==> config.mk <==
export PLATFORM = sky130hd
export DESIGN_NAME = cpu_ctrl_fsm_v2_flat
export DESIGN_NICKNAME = d
export VERILOG_FILES = /design/src/rtl/cpu_ctrl_fsm_v2_if.sv /design/src/rtl/cpu_ctrl_fsm_v2.sv /design/src/flat_wrapper.sv
export SDC_FILE = /design/constraint.sdc
export NUM_CORES = 1
export LEC_CHECK = 0
export ABC_AREA = 1
export CAP_MARGIN = 15
export CELL_PAD_IN_SITES_DETAIL_PLACEMENT = 0
export CELL_PAD_IN_SITES_GLOBAL_PLACEMENT = 1
export CORE_MARGIN = 5
export CORE_UTILIZATION = 29
export DETAILED_ROUTE_END_ITERATION = 12
export GPL_ROUTABILITY_DRIVEN = 0
export HOLD_SLACK_MARGIN = 0.03
export PLACE_DENSITY_LB_ADDON = 0.15
export SLEW_MARGIN = 20
export SYNTH_ARGS = -nofsm -noshare
export SYNTH_HDL_FRONTEND = slang
export SYNTH_SLANG_ARGS = --single-unit
==> constraint.sdc <==
create_clock -name clock -period 3.8 [get_ports clock]
set_clock_uncertainty 0.2 [all_clocks]
set_input_delay 0.76 -clock clock [delete_from_list [all_inputs] [get_ports clock]]
set_output_delay 0.76 -clock clock [all_outputs]
set_load 0.05 [all_outputs]
==> src/rtl/cpu_ctrl_fsm_v2_if.sv <==
// Controller <-> datapath/memory bundle for the 16-bit multicycle CPU.
// master = controller, slave = datapath and memory port.
interface cpu_ctrl_fsm_v2_if #(
  parameter int INSTR_W = 16,
  parameter int FLAG_W  = 5
);
  logic [INSTR_W-1:0] instruction;
  logic [FLAG_W-1:0]  psrFlags;
  logic               memReady;
  logic               memReq;
  logic               pcEn;
  logic               pcIncOrSet;
  logic               irEn;
  logic               rfWe;
  logic               pcRegSel;
  logic               r2ImSel;
  logic               brWe;
  logic               wbRegAlu;
  logic               psrEn;
  logic [1:0]         immTypeSel;
  logic               busError;
  logic [2:0]         stateOut;

  modport master (
    input  instruction, psrFlags, memReady,
    output memReq, pcEn, pcIncOrSet, irEn,
    output rfWe, pcRegSel, r2ImSel, brWe,
    output wbRegAlu, psrEn, immTypeSel,
    output busError, stateOut
  );

  modport slave (
    output instruction, psrFlags, memReady,
    input  memReq, pcEn, pcIncOrSet, irEn,
    input  rfWe, pcRegSel, r2ImSel, brWe,
    input  wbRegAlu, psrEn, immTypeSel,
    input  busError, stateOut
  );
endinterface

==> src/rtl/cpu_ctrl_fsm_v2.sv <==
// Multicycle control FSM: fetch/decode/execute/mem/writeback with
// memory ready handshake, wait timeout and sticky bus fault.
module cpu_ctrl_fsm_v2 #(
  parameter int INSTR_W     = 16,
  parameter int FLAG_W      = 5,
  parameter int MEM_TIMEOUT = 15
) (
  input logic clock,
  input logic reset,
  cpu_ctrl_fsm_v2_if.master bus
);

  typedef enum logic [2:0] {
    S_FETCH = 3'b000,
    S_DEC   = 3'b001,
    S_EXE   = 3'b010,
    S_MEM   = 3'b011,
    S_WB    = 3'b100,
    S_FAULT = 3'b101
  } state_t;

  localparam int CNT_W = (MEM_TIMEOUT > 0) ?
    $clog2(MEM_TIMEOUT + 1) + 1 : 1;

  state_t           r_state;
  state_t           w_next;
  logic [CNT_W-1:0] r_cnt;
  logic [CNT_W-1:0] w_cnt_nxt;
  logic             w_tmo;
  logic             w_wait;

  logic [3:0] w_op;
  logic [3:0] w_cnd;
  logic [3:0] w_ext;
  logic       w_rtype, w_logi, w_arii, w_shi;
  logic       w_bcc, w_jcc, w_jal, w_ld, w_st;
  logic       w_cmp, w_undef, w_taken;
  logic       w_pcRegSel, w_r2ImSel;
  logic [1:0] w_imm;
  logic       w_unused;

  assign w_op  = bus.instruction[INSTR_W-1 -: 4];
  assign w_cnd = bus.instruction[11:8];
  assign w_ext = bus.instruction[7:4];
  assign w_unused = ^{bus.instruction, bus.psrFlags};

  assign w_rtype = (w_op == 4'b0000);
  assign w_logi  = (w_op == 4'b0001) || (w_op == 4'b0010) ||
                   (w_op == 4'b0011) || (w_op == 4'b1101);
  assign w_arii  = (w_op == 4'b0101) || (w_op == 4'b1001) ||
                   (w_op == 4'b1011);
  assign w_shi   = (w_op == 4'b1000) || (w_op == 4'b1111);
  assign w_bcc   = (w_op == 4'b1100);
  assign w_jcc   = (w_op == 4'b0100) && (w_ext == 4'b1100);
  assign w_jal   = (w_op == 4'b0100) && (w_ext == 4'b1111);
  assign w_ld    = (w_op == 4'b0100) && (w_ext == 4'b0000);
  assign w_st    = (w_op == 4'b0100) && (w_ext == 4'b0100);
  assign w_cmp   = (w_rtype && (w_ext == 4'b1011)) ||
                   (w_op == 4'b1011);
  assign w_undef = !(w_rtype || w_logi || w_arii || w_shi ||
                     w_bcc || w_jcc || w_jal || w_ld || w_st);

  // flags: C=0 L=1 F=2 Z=3 N=4
  always_comb begin
    w_taken = 1'b0;
    unique case (w_cnd)
      4'd0:  w_taken =  bus.psrFlags[3];
      4'd1:  w_taken = !bus.psrFlags[3];
      4'd2:  w_taken =  bus.psrFlags[0];
      4'd3:  w_taken = !bus.psrFlags[0];
      4'd4:  w_taken =  bus.psrFlags[1];
      4'd5:  w_taken = !bus.psrFlags[1];
      4'd6:  w_taken =  bus.psrFlags[4];
      4'd7:  w_taken = !bus.psrFlags[4];
      4'd8:  w_taken =  bus.psrFlags[2];
      4'd9:  w_taken = !bus.psrFlags[2];
      4'd10: w_taken = !bus.psrFlags[3] &&
                       !bus.psrFlags[1];
      4'd11: w_taken =  bus.psrFlags[3] ||
                        bus.psrFlags[1];
      4'd12: w_taken = !bus.psrFlags[4] &&
                       !bus.psrFlags[3];
      4'd13: w_taken =  bus.psrFlags[4] ||
                        bus.psrFlags[3];
      4'd14: w_taken = 1'b1;
      default: w_taken = 1'b0;
    endcase
  end

  always_comb begin
    w_pcRegSel = 1'b1;
    w_r2ImSel  = 1'b0;
    w_imm      = 2'b00;
    unique case (1'b1)
      w_logi: begin
        w_r2ImSel = 1'b1;
        w_imm     = 2'b10;
      end
      w_arii: begin
        w_r2ImSel = 1'b1;
        w_imm     = 2'b01;
      end
      w_shi: begin
        w_r2ImSel = 1'b1;
      end
      w_bcc: begin
        w_pcRegSel = 1'b0;
        w_r2ImSel  = 1'b1;
        w_imm      = 2'b01;
      end
      w_jcc: begin
        w_imm = 2'b11;
      end
      w_jal: begin
        w_pcRegSel = 1'b0;
        w_r2ImSel  = 1'b1;
        w_imm      = 2'b11;
      end
      default: ;
    endcase
  end

  // counter only runs while stalled on memory; any exit clears it
  assign w_wait = ((r_state == S_FETCH) || (r_state == S_MEM)) &&
                  !bus.memReady;
  assign w_cnt_nxt = w_wait ? r_cnt + CNT_W'(1) : '0;
  assign w_tmo = (MEM_TIMEOUT != 0) &&
                 (r_cnt == CNT_W'(MEM_TIMEOUT));

  always_ff @(posedge clock or negedge reset) begin
    if (!reset) begin
      r_state <= S_FETCH;
      r_cnt   <= '0;
    end else begin
      r_state <= w_next;
      r_cnt   <= w_cnt_nxt;
    end
  end

  always_comb begin
    w_next = S_FETCH;
    unique case (r_state)
      S_FETCH: begin
        if (bus.memReady) w_next = S_DEC;
        else if (w_tmo)   w_next = S_FAULT;
        else              w_next = S_FETCH;
      end
      S_DEC: w_next = S_EXE;
      S_EXE: w_next = (w_ld || w_st) ? S_MEM : S_WB;
      S_MEM: begin
        if (bus.memReady) w_next = w_st ? S_FETCH : S_WB;
        else if (w_tmo)   w_next = S_FAULT;
        else              w_next = S_MEM;
      end
      S_WB:    w_next = S_FETCH;
      S_FAULT: w_next = S_FAULT;
      default: w_next = S_FETCH;
    endcase
  end

  always_comb begin
    bus.memReq     = 1'b0;
    bus.pcEn       = 1'b0;
    bus.pcIncOrSet = 1'b0;
    bus.irEn       = 1'b0;
    bus.rfWe       = 1'b0;
    bus.pcRegSel   = 1'b1;
    bus.r2ImSel    = 1'b0;
    bus.brWe       = 1'b0;
    bus.wbRegAlu   = 1'b1;
    bus.psrEn      = 1'b0;
    bus.immTypeSel = 2'b00;
    bus.busError   = 1'b0;
    bus.stateOut   = r_state;
    if (reset) begin
      unique case (r_state)
        S_FETCH: bus.memReq = 1'b1;
        S_DEC:   bus.irEn   = 1'b1;
        S_EXE: begin
          bus.pcRegSel   = w_pcRegSel;
          bus.r2ImSel    = w_r2ImSel;
          bus.immTypeSel = w_imm;
        end
        S_MEM: begin
          bus.memReq     = 1'b1;
          bus.pcRegSel   = w_pcRegSel;
          bus.r2ImSel    = w_r2ImSel;
          bus.immTypeSel = w_imm;
          if (w_st && bus.memReady) begin
            bus.brWe = 1'b1;
            bus.pcEn = 1'b1;
          end
        end
        S_WB: begin
          bus.pcEn       = 1'b1;
          bus.rfWe       = 1'b1;
          bus.pcRegSel   = w_pcRegSel;
          bus.r2ImSel    = w_r2ImSel;
          bus.immTypeSel = w_imm;
          unique case (1'b1)
            w_ld: bus.wbRegAlu = 1'b0;
            w_cmp: begin
              bus.psrEn = 1'b1;
              bus.rfWe  = 1'b0;
            end
            (w_bcc || w_jcc): begin
              bus.rfWe       = 1'b0;
              bus.pcIncOrSet = w_taken;
            end
            w_jal:   bus.pcIncOrSet = 1'b1;
            w_undef: bus.rfWe       = 1'b0;
            default: ;
          endcase
        end
        S_FAULT: bus.busError = 1'b1;
        default: ;
      endcase
    end
  end

endmodule

==> src/flat_wrapper.sv <==
// flat-port wrapper written by rule: the top's interface ports become plain ports
module cpu_ctrl_fsm_v2_flat 
#(
  parameter int INSTR_W     = 16,
  parameter int FLAG_W      = 5,
  parameter int MEM_TIMEOUT = 15
)
  (clock, reset, bus_instruction, bus_psrFlags, bus_memReady, bus_memReq, bus_pcEn, bus_pcIncOrSet, bus_irEn, bus_rfWe, bus_pcRegSel, bus_r2ImSel, bus_brWe, bus_wbRegAlu, bus_psrEn, bus_immTypeSel, bus_busError, bus_stateOut);
  cpu_ctrl_fsm_v2_if #(.INSTR_W(INSTR_W), .FLAG_W(FLAG_W)) bus_i ();
  input logic clock;
  input logic reset;
  input wire logic [$bits(bus_i.instruction)-1:0] bus_instruction;
  input wire logic [$bits(bus_i.psrFlags)-1:0] bus_psrFlags;
  input wire logic [$bits(bus_i.memReady)-1:0] bus_memReady;
  output wire logic [$bits(bus_i.memReq)-1:0] bus_memReq;
  output wire logic [$bits(bus_i.pcEn)-1:0] bus_pcEn;
  output wire logic [$bits(bus_i.pcIncOrSet)-1:0] bus_pcIncOrSet;
  output wire logic [$bits(bus_i.irEn)-1:0] bus_irEn;
  output wire logic [$bits(bus_i.rfWe)-1:0] bus_rfWe;
  output wire logic [$bits(bus_i.pcRegSel)-1:0] bus_pcRegSel;
  output wire logic [$bits(bus_i.r2ImSel)-1:0] bus_r2ImSel;
  output wire logic [$bits(bus_i.brWe)-1:0] bus_brWe;
  output wire logic [$bits(bus_i.wbRegAlu)-1:0] bus_wbRegAlu;
  output wire logic [$bits(bus_i.psrEn)-1:0] bus_psrEn;
  output wire logic [$bits(bus_i.immTypeSel)-1:0] bus_immTypeSel;
  output wire logic [$bits(bus_i.busError)-1:0] bus_busError;
  output wire logic [$bits(bus_i.stateOut)-1:0] bus_stateOut;
  assign bus_i.instruction = bus_instruction;
  assign bus_i.psrFlags = bus_psrFlags;
  assign bus_i.memReady = bus_memReady;
  assign bus_memReq = bus_i.memReq;
  assign bus_pcEn = bus_i.pcEn;
  assign bus_pcIncOrSet = bus_i.pcIncOrSet;
  assign bus_irEn = bus_i.irEn;
  assign bus_rfWe = bus_i.rfWe;
  assign bus_pcRegSel = bus_i.pcRegSel;
  assign bus_r2ImSel = bus_i.r2ImSel;
  assign bus_brWe = bus_i.brWe;
  assign bus_wbRegAlu = bus_i.wbRegAlu;
  assign bus_psrEn = bus_i.psrEn;
  assign bus_immTypeSel = bus_i.immTypeSel;
  assign bus_busError = bus_i.busError;
  assign bus_stateOut = bus_i.stateOut;
  cpu_ctrl_fsm_v2 #(.INSTR_W(INSTR_W), .FLAG_W(FLAG_W), .MEM_TIMEOUT(MEM_TIMEOUT)) u_core (.clock(clock), .reset(reset), .bus(bus_i));
endmodule
==> flow_summary_export.csv <==
group,metric,value,unit
status,status,"completed",
clock_network,post_cts_resize_count,0,
route,drc,0,
grt,grt_pass1_vias,1061,
critical_path,max_stage_delay,0.65,ns
synth,synth_area_per_cell,5.83,um2
sta,finalCritPeriodShare,0.884,
route,routed_via_density,4.50,
clock_network,cts_made_buffers,3,
synth,synthCells,162,
cells_and_area,num_antenna_cells,0,
synth,yosys.area.top_type,"dfrtp_1",
min_path,hold_end,"u_core.r_cnt[0]$_DFF_PN0_",
cells_and_area,instances_no_fill,244,
critical_path,reg2reg_to,"u_core.bus.stateOut[0]$_DFF_PN0_",
critical_path,required,2.84,ns
critical_path,worst-setup-path-type,"primary input to primary output",
critical_path,worstSetupEndpointType,"primary output",
sta,max_freq,298,MHz
die,die-area,4500,um2
place,portBuffers,35,
grt,grt_max_degree,10,
sta,relSlewSlack,0.663,
synth,netlist.area_leader.share,0.212,
flow_run,cap_violations,0,
synth,yosysSeqAreaShare,0.212,
clock_network,cts-htree-levels,1,
cells_and_area,n_fill_cell,338,
critical_path,r2r_slack,2.19,ns
sta,setup_viol,0,
sta,slew_violations,0,
synth,synth_fp_nets,188,
cells_and_area,final_util,0.465,
grt,grt_first_pass_wirelength,4.37,mm
min_path,hp-class,"flip-flop to flip-flop",
route,initialDrtViolationCount,48,
min_path,worstHoldPathCells,1,
critical_path,worstPathArrival,2.40,ns
sta,layout_min_cycle_time,3.36,ns
route,final_antenna_net_count,0,
clock_network,cts_buffer_depth,2,
route,first_pass_iters,4,
synth,yosys_warnings,0,
synth,synth_seq_cells,8,
grt,overflow,0,
clock_network,root_buffer,"clkbuf_4",
sta,rsz0062_at_grt,"no",
route,routed_wl,2.66,mm
clock_network,cts_sinks,8,
sta,tns,0,ns
critical_path,startpoint_type,"primary input",
cells_and_area,layout-drive-gt1-share,0.150,
critical_path,crit_start,"bus_instruction[8]",
clock_network,cts-hold-fix-buffers,0,
place,dp_hpwl,2.21,mm
route,wl_per_cell,10.9,um
synth,ys_async_sr_fraction,1.00,
clock_network,postCtsSetupBuffers,0,
pwr,peakVddDrop,369,uV
pwr,cellPowerDensity,357,nW/um2
die,die_w,67.1,um
die,core_area,3080,um2
clock_network,cts_tree,"done",
critical_path,timing.rr.start,"u_core.r_cnt[0]$_DFF_PN0_",
min_path,worstHoldStart,"u_core.r_cnt[0]$_DFF_PN0_",
place,dp_cells,241,
synth,synth_edf_count,0,
die,dieHeight,67.1,um
synth,syn_area,945,um2
clock_network,clk_latency,0.26,ns
pwr,power.total,0.511,mW
critical_path,crit_top_cell,"nand2_1",
critical_path,r2r_cells,8,
sta,finalHoldViolCount,0,
pwr,leakagePower,0.703,nW
critical_path,crit_path_cell_trace,"clkdlybuf4s50_1 > inv_2 > nor2_2 > nand2_1 > nand3_1 > nand2_1 > nand2_1 > nor2_1 > nand2_1 > nand2_1 > a21oi_2 > buf_12",
grt,antenna_found_initial,0,
critical_path,cp_max_fo,8,
cells_and_area,area_growth,51.4,%
synth,synth_cell_types,31,
die,num_rows,20,
cells_and_area,fin_nets,228,
critical_path,cpMaxStageDelayCell,"clkdlybuf4s50_1",
grt,grtUsageTotal,0.123,
sta,tightest_slew,0.504,ns
synth,synthFlopType,"dfrtp_1",
clock_network,clk_pin_slew,0.05,ns
die,ioPinCount,40,
synth,synth.area.top_cells,"dfrtp_1, nand2_1, inv_1, nand3_1, nor2_1",
die,start_util,0.307,
route,vias,1099,
cell type report:
| class | instances | area (um2) | area share |
|---|---|---|---|
| inverter | 34 | 128 | 0.0892 |
| tap | 44 | 55.1 | 0.0385 |
| clock buffer | 3 | 22.5 | 0.0157 |
| timing repair buffer | 36 | 415 | 0.290 |
| sequential | 8 | 200 | 0.140 |
| multi-input combinational | 119 | 609 | 0.426 |
cells in the mapped netlist (all sizes together) (2+ instances only):
library cell   n
a21oi          5
a31oi          2
dfrtp          8
ha             2
inv           34
nand2         35
nand3         23
nand4          4
nor2          30
nor3           4
o21ai          4
or2            2
flip-flops by register name (all words and copies together), names as in the netlist:
| name | flops |
|---|---|
| u_core.r_cnt | 5 |
| u_core.bus.stateOut | 3 |
stage by stage:
| stage | hold WS (ns) | instance area [um2] | setup WS (ns) |
|---|---|---|---|
| after floorplan | 0.232 | 945 | 0.724 |
| after global placement | 0.251 | 1410 | 0.444 |
| after detailed placement | 0.264 | 1410 | 0.430 |
| after CTS | 0.271 | 1430 | 0.426 |
| after global routing | 0.280 | 1430 | 0.271 |
| final | 0.269 | 1430 | 0.441 |
cell families (layout without fill, tap and decap cells):
group | after synthesis | after routing | synth area share
simple gates | 100 | 100 | 0.498
buf+inv | 35 | 73 | 0.143
compound gates | 16 | 16 | 0.111
flops | 8 | 8 | 0.212
fa+ha+maj | 2 | 2 | 0.0265
xor+xnor | 1 | 1 | 0.00927
per-layer routing:
metal,up-vias,wire [um],track usage,share of wire
met3,0,128,0.0287,0.048
met2,19,1230,0.200,0.46
met4,0,0,0.0228,0
met1,484,1300,0.164,0.49
met5,-,0,0,0
li1,596,-,-,-
worst max path at each step:
| stage | slack [ns] | cells after the start | endpoint |
|---|---|---|---|
| final | 0.44 | 12 | bus_pcIncOrSet |
| after global routing | 0.27 | 7 | bus_pcEn |
| after CTS | 0.43 | 7 | bus_pcEn |
| after detailed placement | 0.43 | 12 | bus_pcIncOrSet |
| after global placement | 0.44 | 12 | bus_pcIncOrSet |
| after floorplan | 0.72 | 6 | bus_immTypeSel[0] |
power breakdown:
group	total (mW)	switching, mW	internal (mW)	leakage (nW)
Combinational	0.314	0.200	0.114	0.581
Sequential	0.128	0.0223	0.106	0.108
Clock	0.0685	0.0321	0.0363	0.0138
cells in the final DEF (no fill, tap or decap), types with 2 or more instances in the layout:
cell,netlist,layout
nor2_1,27,27
nor3_1,3,3
buf_12,0,7
dfrtp_1,8,8
nand4_1,2,2
clkbuf_4,0,3
inv_2,3,3
o21ai_0,2,2
ha_1,2,2
nand2_1,34,34
clkdlybuf4s50_1,0,23
nand3_1,22,22
inv_1,31,31
a21oi_1,4,4
nand4_2,2,2
a31oi_1,2,2
buf_4,1,6
nor2_2,3,3
critical path: cells and delay by family:
family,cells,cell delay (ns)
AOI/OAI and AO/OA,1,0.18
and+or+nand+nor,8,0.57
buffers and inverters,3,0.88
Power figures use the tool's default switching activity.
